## src/rtl/vga_timing_pattern_gen.sv

```systemverilog
// VGA pixel-clock divider, H/V timing generator and test-pattern source.
// Pattern and colour selects are captured at pixel (0,0) so frames never tear.
module vga_timing_pattern_gen #(
  parameter int H_ACTIVE   = 640,
  parameter int H_FP       = 16,
  parameter int H_SYNC     = 96,
  parameter int H_BP       = 48,
  parameter int V_ACTIVE   = 480,
  parameter int V_FP       = 10,
  parameter int V_SYNC     = 2,
  parameter int V_BP       = 33,
  parameter int CLK_DIV    = 4,
  parameter int COLOR_W    = 4,
  parameter int HSYNC_POL  = 0,
  parameter int VSYNC_POL  = 0,
  parameter int CHK_LOG2   = 5,
  parameter int GRAD_SHIFT = 5,
  localparam int H_TOTAL = H_ACTIVE + H_FP + H_SYNC + H_BP,
  localparam int V_TOTAL = V_ACTIVE + V_FP + V_SYNC + V_BP,
  localparam int H_W     = $clog2(H_TOTAL),
  localparam int V_W     = $clog2(V_TOTAL)
) (
  input  logic               clk,
  input  logic               rst_n,
  input  logic [2:0]         controllers,
  input  logic [1:0]         mode_sel,
  output logic               hsync,
  output logic               vsync,
  output logic               de,
  output logic [COLOR_W-1:0] red,
  output logic [COLOR_W-1:0] green,
  output logic [COLOR_W-1:0] blue,
  output logic [H_W-1:0]     x,
  output logic [V_W-1:0]     y,
  output logic               frame_start
);

  typedef enum logic [1:0] {
    M_SOLID = 2'd0,
    M_BARS  = 2'd1,
    M_CHECK = 2'd2,
    M_GRAD  = 2'd3
  } mode_e;

  localparam int DIV_W = (CLK_DIV > 1) ? $clog2(CLK_DIV) : 1;
  localparam logic [DIV_W-1:0] DIV_LAST = DIV_W'(CLK_DIV - 1);
  localparam logic [H_W-1:0] H_LAST = H_W'(H_TOTAL - 1);
  localparam logic [V_W-1:0] V_LAST = V_W'(V_TOTAL - 1);
  localparam int H_SS  = H_ACTIVE + H_FP;
  localparam int H_SE  = H_SS + H_SYNC;
  localparam int V_SS  = V_ACTIVE + V_FP;
  localparam int V_SE  = V_SS + V_SYNC;
  localparam int BAR_W = (H_ACTIVE >= 8) ? H_ACTIVE / 8 : 1;
  localparam logic HS_ACT = (HSYNC_POL != 0);
  localparam logic VS_ACT = (VSYNC_POL != 0);

  logic [DIV_W-1:0]   div_q, div_d;
  logic [H_W-1:0]     h_cnt_q, h_cnt_d;
  logic [V_W-1:0]     v_cnt_q, v_cnt_d;
  mode_e              mode_q, mode_d;
  logic [2:0]         ctrl_q, ctrl_d;
  logic               hsync_q, hsync_d;
  logic               vsync_q, vsync_d;
  logic               de_q, de_d;
  logic [COLOR_W-1:0] red_q, red_d;
  logic [COLOR_W-1:0] green_q, green_d;
  logic [COLOR_W-1:0] blue_q, blue_d;
  logic [H_W-1:0]     x_q, x_d;
  logic [V_W-1:0]     y_q, y_d;
  logic               frame_start_q, frame_start_d;

  logic               tick;
  logic               frame0;
  logic [31:0]        hx, vx;
  logic [31:0]        bar_idx;
  logic [2:0]         bar_lvl;
  logic [2:0]         bar_rgb;
  logic               chk_sq;
  logic               de_pix;
  logic               hs_pix;
  logic               vs_pix;
  logic [COLOR_W-1:0] r_pix, g_pix, b_pix;

  assign tick   = (div_q == DIV_LAST);
  assign frame0 = (h_cnt_q == '0) && (v_cnt_q == '0);
  assign hx     = 32'(h_cnt_q);
  assign vx     = 32'(v_cnt_q);

  always_comb begin
    div_d   = tick ? '0 : div_q + DIV_W'(1);
    h_cnt_d = h_cnt_q;
    v_cnt_d = v_cnt_q;
    if (tick) begin
      if (h_cnt_q == H_LAST) begin
        h_cnt_d = '0;
        v_cnt_d = (v_cnt_q == V_LAST) ? '0 : v_cnt_q + V_W'(1);
      end else begin
        h_cnt_d = h_cnt_q + H_W'(1);
      end
    end
  end

  // (0,0) uses the freshly sampled selects, so decode from the _d values.
  always_comb begin
    mode_d = mode_q;
    ctrl_d = ctrl_q;
    if (tick && frame0) begin
      mode_d = mode_e'(mode_sel);
      ctrl_d = controllers;
    end
  end

  always_comb begin
    de_pix  = (hx < H_ACTIVE) && (vx < V_ACTIVE);
    hs_pix  = ((hx >= H_SS) && (hx < H_SE)) ? HS_ACT : ~HS_ACT;
    vs_pix  = ((vx >= V_SS) && (vx < V_SE)) ? VS_ACT : ~VS_ACT;
    bar_idx = hx / BAR_W;
    bar_lvl = (bar_idx > 32'd7) ? 3'd7 : bar_idx[2:0];
    bar_rgb = ~bar_lvl;
    chk_sq  = hx[CHK_LOG2] ^ vx[CHK_LOG2];
  end

  always_comb begin
    r_pix = '0;
    g_pix = '0;
    b_pix = '0;
    unique case (1'b1)
      (mode_d == M_SOLID): begin
        r_pix = {COLOR_W{ctrl_d[2]}};
        g_pix = {COLOR_W{ctrl_d[1]}};
        b_pix = {COLOR_W{ctrl_d[0]}};
      end
      (mode_d == M_BARS): begin
        r_pix = {COLOR_W{bar_rgb[2]}};
        g_pix = {COLOR_W{bar_rgb[1]}};
        b_pix = {COLOR_W{bar_rgb[0]}};
      end
      (mode_d == M_CHECK): begin
        if (!chk_sq) begin
          r_pix = {COLOR_W{ctrl_d[2]}};
          g_pix = {COLOR_W{ctrl_d[1]}};
          b_pix = {COLOR_W{ctrl_d[0]}};
        end
      end
      (mode_d == M_GRAD): begin
        r_pix = hx[GRAD_SHIFT +: COLOR_W];
        g_pix = vx[GRAD_SHIFT +: COLOR_W];
        b_pix = {COLOR_W{ctrl_d[0]}};
      end
      default: begin
        r_pix = '0;
      end
    endcase
    if (!de_pix) begin
      r_pix = '0;
      g_pix = '0;
      b_pix = '0;
    end
  end

  always_comb begin
    hsync_d       = tick ? hs_pix  : hsync_q;
    vsync_d       = tick ? vs_pix  : vsync_q;
    de_d          = tick ? de_pix  : de_q;
    red_d         = tick ? r_pix   : red_q;
    green_d       = tick ? g_pix   : green_q;
    blue_d        = tick ? b_pix   : blue_q;
    x_d           = tick ? h_cnt_q : x_q;
    y_d           = tick ? v_cnt_q : y_q;
    frame_start_d = tick && frame0;
  end

  always_ff @(posedge clk) begin
    if (!rst_n) begin
      div_q         <= '0;
      h_cnt_q       <= '0;
      v_cnt_q       <= '0;
      mode_q        <= M_SOLID;
      ctrl_q        <= 3'b000;
      hsync_q       <= ~HS_ACT;
      vsync_q       <= ~VS_ACT;
      de_q          <= 1'b0;
      red_q         <= '0;
      green_q       <= '0;
      blue_q        <= '0;
      x_q           <= '0;
      y_q           <= '0;
      frame_start_q <= 1'b0;
    end else begin
      div_q         <= div_d;
      h_cnt_q       <= h_cnt_d;
      v_cnt_q       <= v_cnt_d;
      mode_q        <= mode_d;
      ctrl_q        <= ctrl_d;
      hsync_q       <= hsync_d;
      vsync_q       <= vsync_d;
      de_q          <= de_d;
      red_q         <= red_d;
      green_q       <= green_d;
      blue_q        <= blue_d;
      x_q           <= x_d;
      y_q           <= y_d;
      frame_start_q <= frame_start_d;
    end
  end

  assign hsync       = hsync_q;
  assign vsync       = vsync_q;
  assign de          = de_q;
  assign red         = red_q;
  assign green       = green_q;
  assign blue        = blue_q;
  assign x           = x_q;
  assign y           = y_q;
  assign frame_start = frame_start_q;

endmodule
```

## config.mk

```make
export PLATFORM = sky130hd
export DESIGN_NAME = vga_timing_pattern_gen
export DESIGN_NICKNAME = d
export VERILOG_FILES = /design/src/rtl/vga_timing_pattern_gen.sv
export SDC_FILE = /design/constraint.sdc
export NUM_CORES = 1
export LEC_CHECK = 0
export ABC_AREA = 1
export CAP_MARGIN = 20
export CORE_ASPECT_RATIO = 2
export CORE_MARGIN = 3
export CORE_UTILIZATION = 44
export CTS_BUF_LIST = sky130_fd_sc_hd__clkbuf_16
export CTS_CLUSTER_SIZE = 16
export DETAILED_ROUTE_END_ITERATION = 16
export PLACE_DENSITY = 0.67
export SLEW_MARGIN = 10
export SYNTH_ARGS = -nofsm -noshare
export SYNTH_HDL_FRONTEND = slang
export SYNTH_SLANG_ARGS = --single-unit
```

## constraint.sdc

```tcl
create_clock -name clk -period 3.5 [get_ports clk]
set_input_delay 0.525 -clock clk [delete_from_list [all_inputs] [get_ports clk]]
set_output_delay 0.525 -clock clk [all_outputs]
set_load 0.01 [all_outputs]
```

# == Word level (Yosys, flattened, before mapping) ==
# Index checks and enable logic that the tools add are counted.
# word_totals
regBits,63
out_inout_bits,36
wordCells,61
# op_classes
add_sub_neg,3
div,1
order_cmp,7
eq_ne,6
mux,16
bitwise_logic,3
reduce_logical,11
# op_table
cell,n
divider 10 x 7 -> 32 bit (second input constant),1
> comparator 32 x 3 -> 1 bit (second input constant),1
one-hot mux 4 bit (4 select lines),2
two-way mux 4 bit,6
adder 10 x 1 -> 10 bit (second input constant),2
== test 10 bit (second input constant),2
logical NOT 10 bit,2
< comparator 10 bit (second input constant),2
< comparator 10 x 9 -> 1 bit (second input constant),2
two-way mux 10 bit,2
one-hot mux 4 bit (3 select lines),1
>= comparator 10 bit (second input constant),1
>= comparator 10 x 9 -> 1 bit (second input constant),1
== test 2 bit (second input constant),3
two-way mux 3 bit,2
logical AND 1 bit,5
OR reduction 2 bit,2
inverter 3 bit,1
adder 2 x 1 -> 2 bit (second input constant),1
== test 2 x 1 -> 1 bit (second input constant),1
logical NOT 2 bit,1
two-way mux 1 bit,2
two-way mux 2 bit,1
AND reduction 2 bit,1
2 further kinds,2

# == Longest topological paths before layout ==
# Gate-level depths: netlist (run 1).
# depth
ltp_word,8
depth_mapped,19

# == Worst setup path after synthesis (run 1) ==
# OpenSTA, ideal clock, no wires.
# synth_path
kind,register -> register
startpoint,register h_cnt_q[8]
endpoint,"register green_q[0], in the netlist green[0]"
setup_ps,116
arrival_time_ps,2180
required_time_ps,3384
setup_slack_ps,1204
path_stages_with_launch,15
path_buffers,1
path_cell_list,dfxtp_1 > buf_2 > inv_1 > nand2_1 > nor4_1 > nand3_1 > inv_1 > nand2_1 > nand2_1 > inv_1 > ha_1 > nor4_1 > nor2_4 > o21ai_1 > nand2_1
# synth_via
elab_chain_cells,7
# synth_lines
element,line_no,source
"start, declared",58,"logic [H_W-1:0] h_cnt_q, h_cnt_d;"
"start signal, assigned",191,h_cnt_q <= h_cnt_d;
logical NOT 10 bit (*),85,assign frame0 = (h_cnt_q == '0) && (v_cnt_q == '0);
logical AND 1 bit (*),85,
logical AND 1 bit (*),107,if (tick && frame0) begin
two-way mux 2 bit (*),107,
net mode_d[0],60,"mode_e mode_q, mode_d;"
"== test 2 bit, or another cell as far along",145,(mode_d == M_GRAD): begin
one-hot mux 4 bit (4 select lines) (*),127,unique case (1'b1)
two-way mux 4 bit (*),154,if (!de_pix) begin
"end signal, assigned",199,green_q <= green_d;
"end, declared",66,"logic [COLOR_W-1:0] green_q, green_d;"
# The timed path passes the listed nets; every way through them passes the cells marked *.
# A chain may end at the register's enable or synchronous reset.

# == Worst setup path after layout (run 1) ==
# layout_path
startpoint,register div_q[0]
endpoint,"register green_q[1], in the netlist green[1]"
# layout_via
elab_chain_cells,6
# layout_lines
element,line_no,source
"start, declared",57,"logic [DIV_W-1:0] div_q, div_d;"
"start signal, assigned",190,div_q <= div_d;
== test 2 bit (*),84,assign tick = (div_q == DIV_LAST);
logical AND 1 bit (*),107,
two-way mux 2 bit (*),107,
net mode_d[0],60,
"== test 2 bit, or another cell as far along",145,
one-hot mux 4 bit (4 select lines) (*),127,
two-way mux 4 bit (*),154,
# Marked as above.

==> reports/qor.txt, run 1 <==
Leak Pwr: 1.565 nW
Reg2Reg Depth: 15
gpl congestion: 0.8619
fin cells: 534
syn_area_per_cell: 7.335 sq um
Power Density: 460.7 nW/um^2
pre-CTS setup slack: 0.6461 ns
Post-Route WL: 6.908 mm
# placed instances: 518
number of distinct library cells after synthesis: 35
Die Y: 121.5 um
final setup vio count: 0
Final Cycle Share: 80.65%
most instantiated library cell after synthesis: nand2_1
Die W: 63.74 um
worst-path maximum fanout: 11
Yosys top cell area share: 40.94%
drt pass-1 iters: 4
Worst-Skew Late Latency: 0.33 ns
CP Data Required Time: 3.72 ns
Synth Cell Area: 2934 sq um
FF-to-FF setup slack: 0.68 ns
first-pass GRT wire length: 12.01 mm
Least-Margin Pin Slew: 0.6014 ns
Placement Cell Area: 3417 sq um
DIE AREA: 7743 sq um
via count: 2650
core area: 6412 sq um
Syn-to-layout area delta: 26.95%
Synth Register Bits: 60
# diodes: 0
vias in the first global route: 2734
postcts setup bufs: 0
syn_nets: 417
Peak VDD IR: 0.5061 mV
CTS tree: done
RSZ-0062 raised after global routing: false
fill count: 613
number of synthesized flops with an enable pin: 0
DR WL/cell: 12.94 um
NumNets Final: 460
Vias per Instance: 4.963
Ys Warns: 0
TNS Setup: 0 ns
share of cells above drive strength 1: 10.27%
I/O Buffers: 42
Seq/Total Area, Yosys: 40.94%
initial antenna violation count: 0
grt ovf: 0
DR DRC count: 0
WP data arrival: 3.04 ns
DRT antenna net count: 0
initial core utilization: 45.76%
Worst R2R Start: div_q[0]
Reg-to-Reg End: green[1]
critical path class: flip-flop to flip-flop
Reg clk slew, reported paths: 0.05 ns
Max clock buf depth: 2
GRT Total Usage: 20.19%
Worst setup EP type: flip-flop
worst min-delay path endpoint: div_q[0]
total of max-cap violations: 0
CTS buffer count: 9
Fmax: 0.3543 GHz
CTS root buf: clkbuf_16
total design power: 1.716 mW
Final min period: 2.823 ns
Synth area leaders: dfxtp_1 41%, nand2_1 12%, inv_1 6.5%
largest net degree at the start of global routing: 20
largest area contributor in the netlist: dfxtp_1
row count: 41
Startpoint Class: flip-flop
Slew Limit Headroom: 59.60%
Final Hold Vio Count: 0
list of most frequent post-synthesis cells: 95 x nand2_1, 60 x dfxtp_1, 51 x inv_1, 31 x o21ai_0, 29 x nor2_1
hold depth: 1
Post-synth ARST share: 0%
clock sinks: 60
# IOs: 43
type of the most critical hold path: flip-flop to flip-flop
hold buffer count at cts: 0
Post-DP HPWL: 5.349 mm
Final Max Tran Viols: 0
Syn Inst Count: 400
outcome: finished clean
worst clock skew: 0.008823 ns
Starting DRT DRC Count: 85
Resize count post-CTS: 0
Setup WS post-layout: 0.6772 ns
design area: 3725 sq um
hold path startpoint: div_q[0]
H-tree lvl count: 3
Post-synth top flop: dfxtp_1
power by group:
group          switching [mW]  internal, mW
Combinational          0.0661        0.0421
Clock                   0.293         0.612
Sequential            0.00566         0.696
Total                   0.365          1.35
cell families after synthesis:
group	Yosys count	share of synthesized area, %
xor+xnor	4	1.194
buf+inv	70	9.424
flops	60	40.94
fa+ha+maj	10	4.264
simple gates	192	31.47
compound gates	64	12.71
sequential cells by signal, summed over array words and instances, names as in the netlist:
signal / cells
ctrl_q: 3
h_cnt_q: 10
hsync: 1
de: 1
vsync: 1
frame_start: 1
green: 4
y: 10
x: 10
mode_q: 2
red: 4
v_cnt_q: 10
blue: 1
div_q: 2
placed cells by master (no fill, tap or decap), drive strengths merged:
| cell | netlist | final |
|---|---|---|
| a21oi | 11 | 11 |
| o2111ai | 1 | 1 |
| dfxtp | 60 | 60 |
| buf | 5 | 1 |
| nor3 | 13 | 13 |
| inv | 57 | 58 |
| a211oi | 6 | 6 |
| ha | 10 | 10 |
| nand4 | 7 | 7 |
| and2 | 1 | 1 |
| nor4 | 6 | 6 |
| nand2 | 100 | 100 |
| nand3 | 23 | 23 |
| bufinv | 0 | 2 |
| nor3b | 3 | 3 |
| clkbuf | 6 | 9 |
| clkinv | 2 | 6 |
| nand3b | 2 | 2 |
| o21ai | 39 | 39 |
| xor2 | 4 | 4 |
| nor2 | 37 | 37 |
| o22ai | 2 | 2 |
| o21a | 5 | 5 |
| clkdlybuf4s50 | 0 | 42 |
how the worst max path moves through the flow:
stage | start | end | slack, ns | cells after the start
finish | div_q[0] | green[1] | 0.68 | 15
global route | div_q[0] | green[1] | 0.39 | 15
CTS | div_q[0] | green[1] | 0.63 | 15
detailed placement | div_q[0] | green[1] | 0.65 | 15
global placement | div_q[0] | green[3] | 0.83 | 15
floorplan | h_cnt_q[8] | green[0] | 1.20 | 14
stage by stage:
stage / util [%] / hold WS, ns
finish: 58.09 / 0.4291
global route: 58.09 / 0.4608
CTS: 58.09 / 0.4354
detailed placement: 53.29 / 0.4187
global placement: 53.29 / 0.4054
floorplan: - / 0.3992
final cells by class:
| type | instances | area (sq um) | area share, % |
|---|---|---|---|
| timing repair buffer | 43 | 427.9 | 11.49 |
| inverter | 59 | 221.5 | 5.946 |
| tap | 86 | 107.6 | 2.889 |
| sequential | 60 | 1201 | 32.25 |
| clock buffer | 9 | 225.2 | 6.046 |
| multi-input combinational | 270 | 1459 | 39.17 |
| clock inverter | 7 | 82.58 | 2.217 |
metal layers:
layer,track usage [%],up-vias,routed length [um]
li1,-,1384,-
met2,37.00,49,3829
met3,4.819,21,203
met1,19.84,1196,2626
met5,0,-,0
met4,12.45,0,248
worst max-delay path: stages, from the launching register on:
cell     delay [ns]
dfxtp_1        0.33
ha_1           0.37
nand2_1        0.17
inv_1          0.10
nand3_1        0.07
nor3_1         0.14
nand3_1        0.16
inv_1          0.11
nand2_1        0.05
nand2_1        0.10
inv_1          0.09
ha_1           0.24
nor4_1         0.49
nor2_4         0.12
o21ai_1        0.11
nand2_1        0.06
Power figures use the tool's default switching activity.
==> inputs of run 2 (changes only) <==
==> constraint.sdc (replaced) <==
create_clock -name clk -period 2.6 [get_ports clk]
set_input_delay 0.39 -clock clk [delete_from_list [all_inputs] [get_ports clk]]
set_output_delay 0.39 -clock clk [all_outputs]
set_load 0.01 [all_outputs]
==> run 2 against run 1 <==
Net effect:
- power grew 36%
- core utilization up 2.4 points
- wire length grew 4.0%
- critical path type unchanged
- final cell count is 3.0% higher
- die area did not move
- global-route usage is 0.48 points higher
==> reports/qor.txt, run 2 (synthesis results as in run 1) <==
gpl congestion: 0.8488
Reg clk slew, reported paths: 0.05 ns
Placement Cell Area: 3522 sq um
Final Cycle Share: 91.04%
CP Data Required Time: 2.82 ns
Syn-to-layout area delta: 32.20%
commonest non-fill, non-tap cells in the layout: 94 x nand2_1, 60 x dfxtp_1, 51 x inv_1
hold path startpoint: div_q[0]
# diodes: 0
fill count: 605
hold depth: 1
H-tree lvl count: 3
clock sinks: 60
worst min-delay path endpoint: div_q[0]
I/O Buffers: 42
# IOs: 43
core area: 6412 sq um
share of cells above drive strength 1: 14.87%
Final Max Tran Viols: 0
outcome: finished clean
DIE AREA: 7743 sq um
met3 usage: 4.449%
Post-DP HPWL: 5.497 mm
Final min period: 2.367 ns
most common cell after layout, fill and taps aside: nand2_1
Fmax: 0.4225 GHz
Die Y: 121.5 um
first-pass GRT wire length: 12.40 mm
Max clock buf depth: 2
Slew Limit Headroom: 70.58%
worst-path maximum fanout: 5
row count: 41
Post-Route WL: 7.186 mm
Reg-to-Reg End: green[2]
CTS tree: done
drt pass-1 iters: 4
Worst-Skew Late Latency: 0.33 ns
initial core utilization: 45.76%
most used routing layer: met2
Top cell by count, worst path: nand2_1
initial antenna violation count: 0
grt ovf: 0
type of the most critical hold path: flip-flop to flip-flop
largest net degree at the start of global routing: 19
NumNets Final: 476
vias in the first global route: 2771
FF-to-FF setup slack: 0.23 ns
via count: 2715
Worst R2R Start: v_cnt_q[0]
hold buffer count at cts: 0
met2 GRT Util: 37.13%
critical path class: flip-flop to flip-flop
Setup WS post-layout: 0.2329 ns
Die W: 63.74 um
Vias per Instance: 4.936
Power Density: 601.9 nW/um^2
Final Hold Vio Count: 0
worst clock skew: 0.005855 ns
Reg2Reg Depth: 16
DRT antenna net count: 0
CTS root buf: clkbuf_16
GRT Total Usage: 20.68%
Startpoint Class: flip-flop
total design power: 2.335 mW
design area: 3879 sq um
final setup vio count: 0
DR WL/cell: 13.07 um
Starting DRT DRC Count: 148
WP data arrival: 2.59 ns
pre-CTS setup slack: 0.002747 ns
total of max-cap violations: 0
Worst setup EP type: flip-flop
crit-path max cell delay: 0.31 ns
DR DRC count: 0
Leak Pwr: 1.641 nW
RSZ-0062 raised after global routing: false
Peak VDD IR: 0.6331 mV
met1 Use GR: 21.01%
TNS Setup: 0 ns
CP Cell Sequence: inv_1 > ha_2 > nand3_1 > nor3_1 > nand3_1 > inv_2 > nand2_1 > nand2_2 > inv_1 > ha_1 > o21ai_0 > a21oi_2 > nand2_1 > o21ai_0 > o21ai_1 > nand2_1
Least-Margin Pin Slew: 0.4372 ns
slowest CP cell: dfxtp_1
CTS buffer count: 9
## run 2: through the flow
step	hold slack, ns	util, %	instances
global placement	0.4065	54.93	532
floorplan	0.3992	-	400
finish	0.4269	60.49	550
detailed placement	0.4127	54.93	532
CTS	0.4246	59.84	548
global route	0.4319	60.49	550
## run 2: final cells by class
cell class              count  area [sq um]  share of cell area, %
multi-input cells         270          1491                  38.45
flip-flops and latches     60          1201                  30.97
well taps                  86         107.6                  2.774
inverters                  59         221.5                  5.710
clock inverters             7         83.83                  2.161
clock buffers               9         225.2                  5.806
repair buffers             59         548.0                  14.13
## run 2: repair_timing
action                                  in CTS  in global routing
gates resized for setup                      1                  8
endpoints found under the setup margin       8                  9
pin swaps                                    0                  3
setup buffers                                0                  2
## run 2: how the worst max path moves through the flow
stage | from | to | slack, ns
after CTS | v_cnt_q[5] | green[2] | 0.06
after global placement | v_cnt_q[5] | green[3] | 0.13
after detailed placement | v_cnt_q[5] | green[3] | 0.003
final | v_cnt_q[0] | green[2] | 0.23
after global routing | div_q[0] | green[1] | 0.02
after floorplan | h_cnt_q[8] | green[0] | 0.30
## run 2: critical path, delay by kind of cell, from the launching register on
family                   cells  cell delay, ns
AND/OR/NAND/NOR              7            0.71
flip-flops                   1            0.31
buffers and inverters        3            0.31
AO/OA/AOI/OAI                4            0.43
adder cells (fa/ha/maj)      2            0.47
## run 2: per-layer routing
metal / wire length [um] / share of wire (%)
met2: 3858 / 54
met4: 231 / 3.2
met3: 283 / 3.9
met5: 0 / 0
met1: 2812 / 39
## run 2: where the power goes
part           switching (mW)  internal (mW)
clock network           0.404          0.825
logic                  0.0966         0.0645
registers             0.00769          0.937
